==> config.mk <==
export PLATFORM = sky130hd
export DESIGN_NAME = cmp_seq_ctrl
export DESIGN_NICKNAME = d
export VERILOG_FILES = /design/src/rtl/cmp_seq_pkg.sv /design/src/rtl/comparator4.sv /design/src/rtl/cmp_seq_ctrl.sv
export SDC_FILE = /design/constraint.sdc
export NUM_CORES = 1
export LEC_CHECK = 0
export CAP_MARGIN = 20
export CORE_MARGIN = 2
export CORE_UTILIZATION = 43
export DETAILED_ROUTE_END_ITERATION = 12
export PLACE_DENSITY_LB_ADDON = 0.05
export SETUP_SLACK_MARGIN = 0.05
export SLEW_MARGIN = 20
export SYNTH_ARGS = -nofsm -noshare
export SYNTH_HDL_FRONTEND = slang
export SYNTH_SLANG_ARGS = --single-unit
==> constraint.sdc <==
create_clock -name clk -period 2 [get_ports clk]
set_input_delay 0.2 -clock clk [delete_from_list [all_inputs] [get_ports clk]]
set_output_delay 0.2 -clock clk [all_outputs]
set_load 0.02 [all_outputs]
==> src/rtl/cmp_seq_pkg.sv <==
// Shared types and helpers for the nibble-serial magnitude compare sequencer.
package cmp_seq_pkg;

    localparam int NIBBLE_W = 4;

    typedef enum logic [0:0] {
        IDLE = 1'b0,
        CMP  = 1'b1
    } state_e;

    // Width of the nibble index register: clog2(n), never less than one bit.
    function automatic int idx_width(input int n);
        if (n <= 2) begin
            return 1;
        end else begin
            return $clog2(n);
        end
    endfunction

endpackage

==> src/rtl/comparator4.sv <==
// 4-bit unsigned magnitude comparator with cascade inputs; on equal nibbles
// the cascade inputs are passed through.
module comparator4 (
    input  logic [3:0] a,
    input  logic [3:0] b,
    input  logic       eq_in,
    input  logic       gt_in,
    input  logic       lt_in,
    output logic       eq,
    output logic       gt,
    output logic       lt
);

    // Nibble compare, deferring to the cascade when the nibbles match.
    always_comb begin
        eq = 1'b0;
        gt = 1'b0;
        lt = 1'b0;
        if (a > b) begin
            gt = 1'b1;
        end else if (a < b) begin
            lt = 1'b1;
        end else begin
            eq = eq_in;
            gt = gt_in;
            lt = lt_in;
        end
    end

endmodule

==> src/rtl/cmp_seq_ctrl.sv <==
// Walks two latched operands MSB nibble first through one shared comparator4,
// stopping at the first unequal nibble, with a start/busy/done handshake.
module cmp_seq_ctrl
    import cmp_seq_pkg::*;
#(
    parameter int NIBBLES = 2
) (
    input  logic                        clk,
    input  logic                        rst,
    input  logic                        start,
    input  logic [NIBBLE_W*NIBBLES-1:0] a,
    input  logic [NIBBLE_W*NIBBLES-1:0] b,
    output logic                        busy,
    output logic                        done,
    output logic                        eq,
    output logic                        gt,
    output logic                        lt
);

    localparam int IDX_W = idx_width(NIBBLES);
    localparam int OP_W  = NIBBLE_W * NIBBLES;

    state_e                 state_r;
    logic [IDX_W-1:0]       idx_r;
    logic [OP_W-1:0]        a_r;
    logic [OP_W-1:0]        b_r;
    logic [NIBBLE_W-1:0]    a_nib_s;
    logic [NIBBLE_W-1:0]    b_nib_s;
    logic                   nib_eq_s;
    logic                   nib_gt_s;
    logic                   nib_lt_s;

    // Select the nibble pair currently addressed by the index.
    always_comb begin
        a_nib_s = a_r[{idx_r, 2'b00} +: NIBBLE_W];
        b_nib_s = b_r[{idx_r, 2'b00} +: NIBBLE_W];
    end

    // Cascade is tied to "equal"; all combining across nibbles happens in the FSM.
    comparator4 u_cmp (
        .a     (a_nib_s),
        .b     (b_nib_s),
        .eq_in (1'b1),
        .gt_in (1'b0),
        .lt_in (1'b0),
        .eq    (nib_eq_s),
        .gt    (nib_gt_s),
        .lt    (nib_lt_s)
    );

    // Sequencer FSM with registered handshake and result flags.
    always_ff @(posedge clk) begin
        if (rst) begin
            state_r <= IDLE;
            idx_r   <= {IDX_W{1'b0}};
            a_r     <= {OP_W{1'b0}};
            b_r     <= {OP_W{1'b0}};
            busy    <= 1'b0;
            done    <= 1'b0;
            eq      <= 1'b0;
            gt      <= 1'b0;
            lt      <= 1'b0;
        end else begin
            case (state_r)
                IDLE: begin
                    done <= 1'b0;
                    if (start) begin
                        a_r     <= a;
                        b_r     <= b;
                        idx_r   <= IDX_W'(NIBBLES - 1);
                        eq      <= 1'b0;
                        gt      <= 1'b0;
                        lt      <= 1'b0;
                        busy    <= 1'b1;
                        state_r <= CMP;
                    end else begin
                        state_r <= IDLE;
                    end
                end
                CMP: begin
                    if (!nib_eq_s) begin
                        gt      <= nib_gt_s;
                        lt      <= nib_lt_s;
                        eq      <= 1'b0;
                        done    <= 1'b1;
                        busy    <= 1'b0;
                        state_r <= IDLE;
                    end else if (idx_r == {IDX_W{1'b0}}) begin
                        eq      <= 1'b1;
                        gt      <= 1'b0;
                        lt      <= 1'b0;
                        done    <= 1'b1;
                        busy    <= 1'b0;
                        state_r <= IDLE;
                    end else begin
                        idx_r   <= idx_r - IDX_W'(1);
                        done    <= 1'b0;
                        state_r <= CMP;
                    end
                end
                default: begin
                    state_r <= IDLE;
                    busy    <= 1'b0;
                    done    <= 1'b0;
                end
            endcase
        end
    end

endmodule
==> metrics.csv <==
metric;value;unit
Antenna diodes;0;
relative contribution of sequential cells to total power;51.9;%
final setup vio count;0;
Max Cap Violations;0;
number of global-route vias before repair;840;
capture instance of the worst register-to-register path;eq;
total number of clock tree sinks;23;
post-route minimum period;1870;ps
Slew Limit Headroom;60.1;%
share of cells above drive strength 1;19.2;%
areal power density over the cells;692;nW/um2
average size of a mapped cell;8.73;um2
Critical Path Source Type;flip-flop;
number of distinct library cells after synthesis;23;
data arrival at the endpoint of the critical path;2120;ps
detailed router's first-iteration violation count;14;
final wirelength;2070;um
post-synth top area share;44.7;%
switching power summed over all nets;0.267;mW
Max H-tree Level;1;
leakage component of the power;0.539;nW
count of cells along the worst hold path;3;
Top Ports;24;
worst-case setup slack after placement;-5.33;ps
remaining global-route overflow;0;
GR Util met2;31.0;%
met1 Track Usage GR;19.2;%
I/O Buffers;23;
Max Fanout on Critical Path;6;
HP Start;b[1];
maximum vdd ir drop;0.418;mV
Sw Share;27.3;%
FMAX;0.534;GHz
Pre-Repair DR Iteration Count;6;
WP data required;2240;ps
count of synthesis-stage warnings from yosys;0;
HPWL after detailed placement;1490;um
actual slew at the worst max-slew pin;599;ps
final cell count without fillers;174;
class of the most critical hold timing path;primary input to flip-flop;
CTS tree;yes;
remaining design rule violation count;0;
clock network power share;21.3;%
most crowded layer after global routing;met2;
synth top area cells;dfxtp_1 45%, nand2_1 13%, a21oi_1 9.2%, ha_1 4.9%, mux2_2 4.4%;
Post-Route Skew;4.58;ps
post-CTS clock slew at the launch and capture registers of the worst setup and hold paths;120;ps
final critical-path share of the clock period;93.6;%
Vert. Die Dim;52.9;um
Num CTS Buffers;3;
slack of the worst reg-to-reg path;130;ps
remaining number of nets flagged by the antenna check after routing;0;
most common cell after layout, fill and taps aside;nand2_1;
number of antenna violations at the first check in global routing;0;
placed instance count;166;
result of the run;complete, no violations;
endpoint with the worst hold slack;b_r[1];
clk root buf;clkbuf_4;
GRT Overall Usage;17.1;%
pin count of the biggest net entering global routing;20;
sequential fraction of the synthesis area;44.7;%
Die ar.;2800;um2
post-synthesis cell type with the largest combined area;dfxtp_1;
clock latency of the later-clocked register in the worst-skew pair;310;ps
post-synthesis instance total;118;
routed wirelength normalized by instance count;11.9;um
Final Hold Vio Count;0;
layout overhead on the synthesized area;37.3;%
first-pass GRT wire length;3510;um
startpoint of the most critical register-to-register path;idx_r;
Comb power frac;26.8;%
unrepaired setup endpoints after global routing;no;
register bit total from synthesis;23;
Cell Int Power;0.711;mW
num rows;17;
via density per instance;5.05;
GPL Wtd Cong;0.836;
Worst Reg2Reg Path Length in Cells;7;
maximum clock insertion buffer count;2;
met3 capacity usage during global routing;2.82;%
total nets after synthesis;141;
post-synthesis cell area;1030;um2
filler cell count in the final layout;209;
Starting Density;46.1;%
endpoint class of the critical path;flip-flop;
worst hold margin;426;ps
fin worst setup slack;128;ps
max-slew violations;0;
floorplan core area;2230;um2
fin nets;170;
die extent in x;52.9;um
via count;878;
type of the worst setup path;flip-flop to flip-flop;
most frequent cells in the layout;35 x nand2_1, 23 x clkdlybuf4s50_1, 22 x dfxtp_1;
## synthesized netlist by cell type
cell,n
o21ai_2,1
o32ai_1,1
nor2_1,4
and4_2,1
buf_4,2
nor2b_1,3
nand2b_1,4
ha_1,4
a211oi_1,1
a21o_1,1
clkbuf_1,2
buf_6,1
nand2_1,35
o211ai_1,2
mux2_2,4
mux2i_1,4
nor3_2,1
a21oi_1,19
buf_2,2
dfxtp_1,23
a31oi_1,1
o211a_1,1
o311a_4,1
## state kept, by name, indices dropped and copies added, names as in the netlist
signal and cells:
state_r 1, done 1, a_r 8, b_r 8
eq 1, gt 1, idx_r 1, busy 1
lt 1
## repair_timing
action | CTS | global route
setup buffers | 3 | 1
resized for setup | 6 | 9
endpoints found under the setup margin | 5 | 4
pin swaps | 4 | 6
hold buffers | 0 | 0
gates cloned | 0 | 0
## power by group through the flow
stage          Clock (mW)  Sequential (mW)  Combinational (mW)
6_report            0.208            0.508               0.262
5_1_grt             0.236            0.512               0.288
4_1_cts             0.219            0.507               0.235
3_5_place_dp            0            0.516               0.213
3_3_place_gp            0            0.516               0.210
2_1_floorplan           0            0.520               0.131
## critical path, stage by stage (launching register included)
cell and delay (ps):
dfxtp_2 380, buf_6 140, mux2_2 360, ha_4 270, and4_4 240, o311a_4 230
nand2b_1 60, a21oi_1 130
## kinds of logic (layout without fill, tap and decap cells)
group	count (synthesis)	after routing	share of synthesized area (%)
AND/OR/NAND/NOR	48	48	20.4
AO/OA/AOI/OAI	28	28	17.5
flip-flops	23	23	44.7
multiplexers	8	8	8.26
buffers and inverters	7	35	4.25
adder cells (fa/ha/maj)	4	4	4.86
## cell type report
| type | instances | area (um2) | area share [%] |
|---|---|---|---|
| clock buffer | 4 | 26.3 | 1.86 |
| sequential | 23 | 462 | 32.7 |
| timing repair buffer | 31 | 298 | 21.1 |
| tap | 28 | 35.0 | 2.48 |
| multi-input combinational | 88 | 593 | 41.9 |
## metal layers
metal	share of wire [%]	wire, um
met1	44	903
met2	53	1100
met3	3.1	64
met4	0.34	7
met5	0	0
## how the worst max path moves through the flow
| stage | startpoint | endpoint | slack [ps] | depth (start not counted) |
|---|---|---|---|---|
| 6_report | idx_r | eq | 130 | 7 |
| 2_1_floorplan | idx_r | eq | 50 | 7 |
| 4_1_cts | idx_r | busy | 70 | 7 |
| 3_3_place_gp | idx_r | busy | 20 | 7 |
| 5_1_grt | idx_r | busy | 40 | 7 |
| 3_5_place_dp | idx_r | eq | -5 | 7 |
## through the flow
stage / cell area (um2) / TNS [ps] / power, mW / utilization (%)
final: 1410 / 0 / 0.978 / 63.3
after global routing: 1410 / 0 / 1.04 / 63.3
after CTS: 1360 / 0 / 0.961 / 60.8
after detailed placement: 1280 / -5.33 / 0.729 / 57.4
after global placement: 1280 / 0 / 0.725 / 57.4
after floorplan: 1030 / 0 / 0.651 / -
No activity file was read; power rests on OpenSTA's default activity.
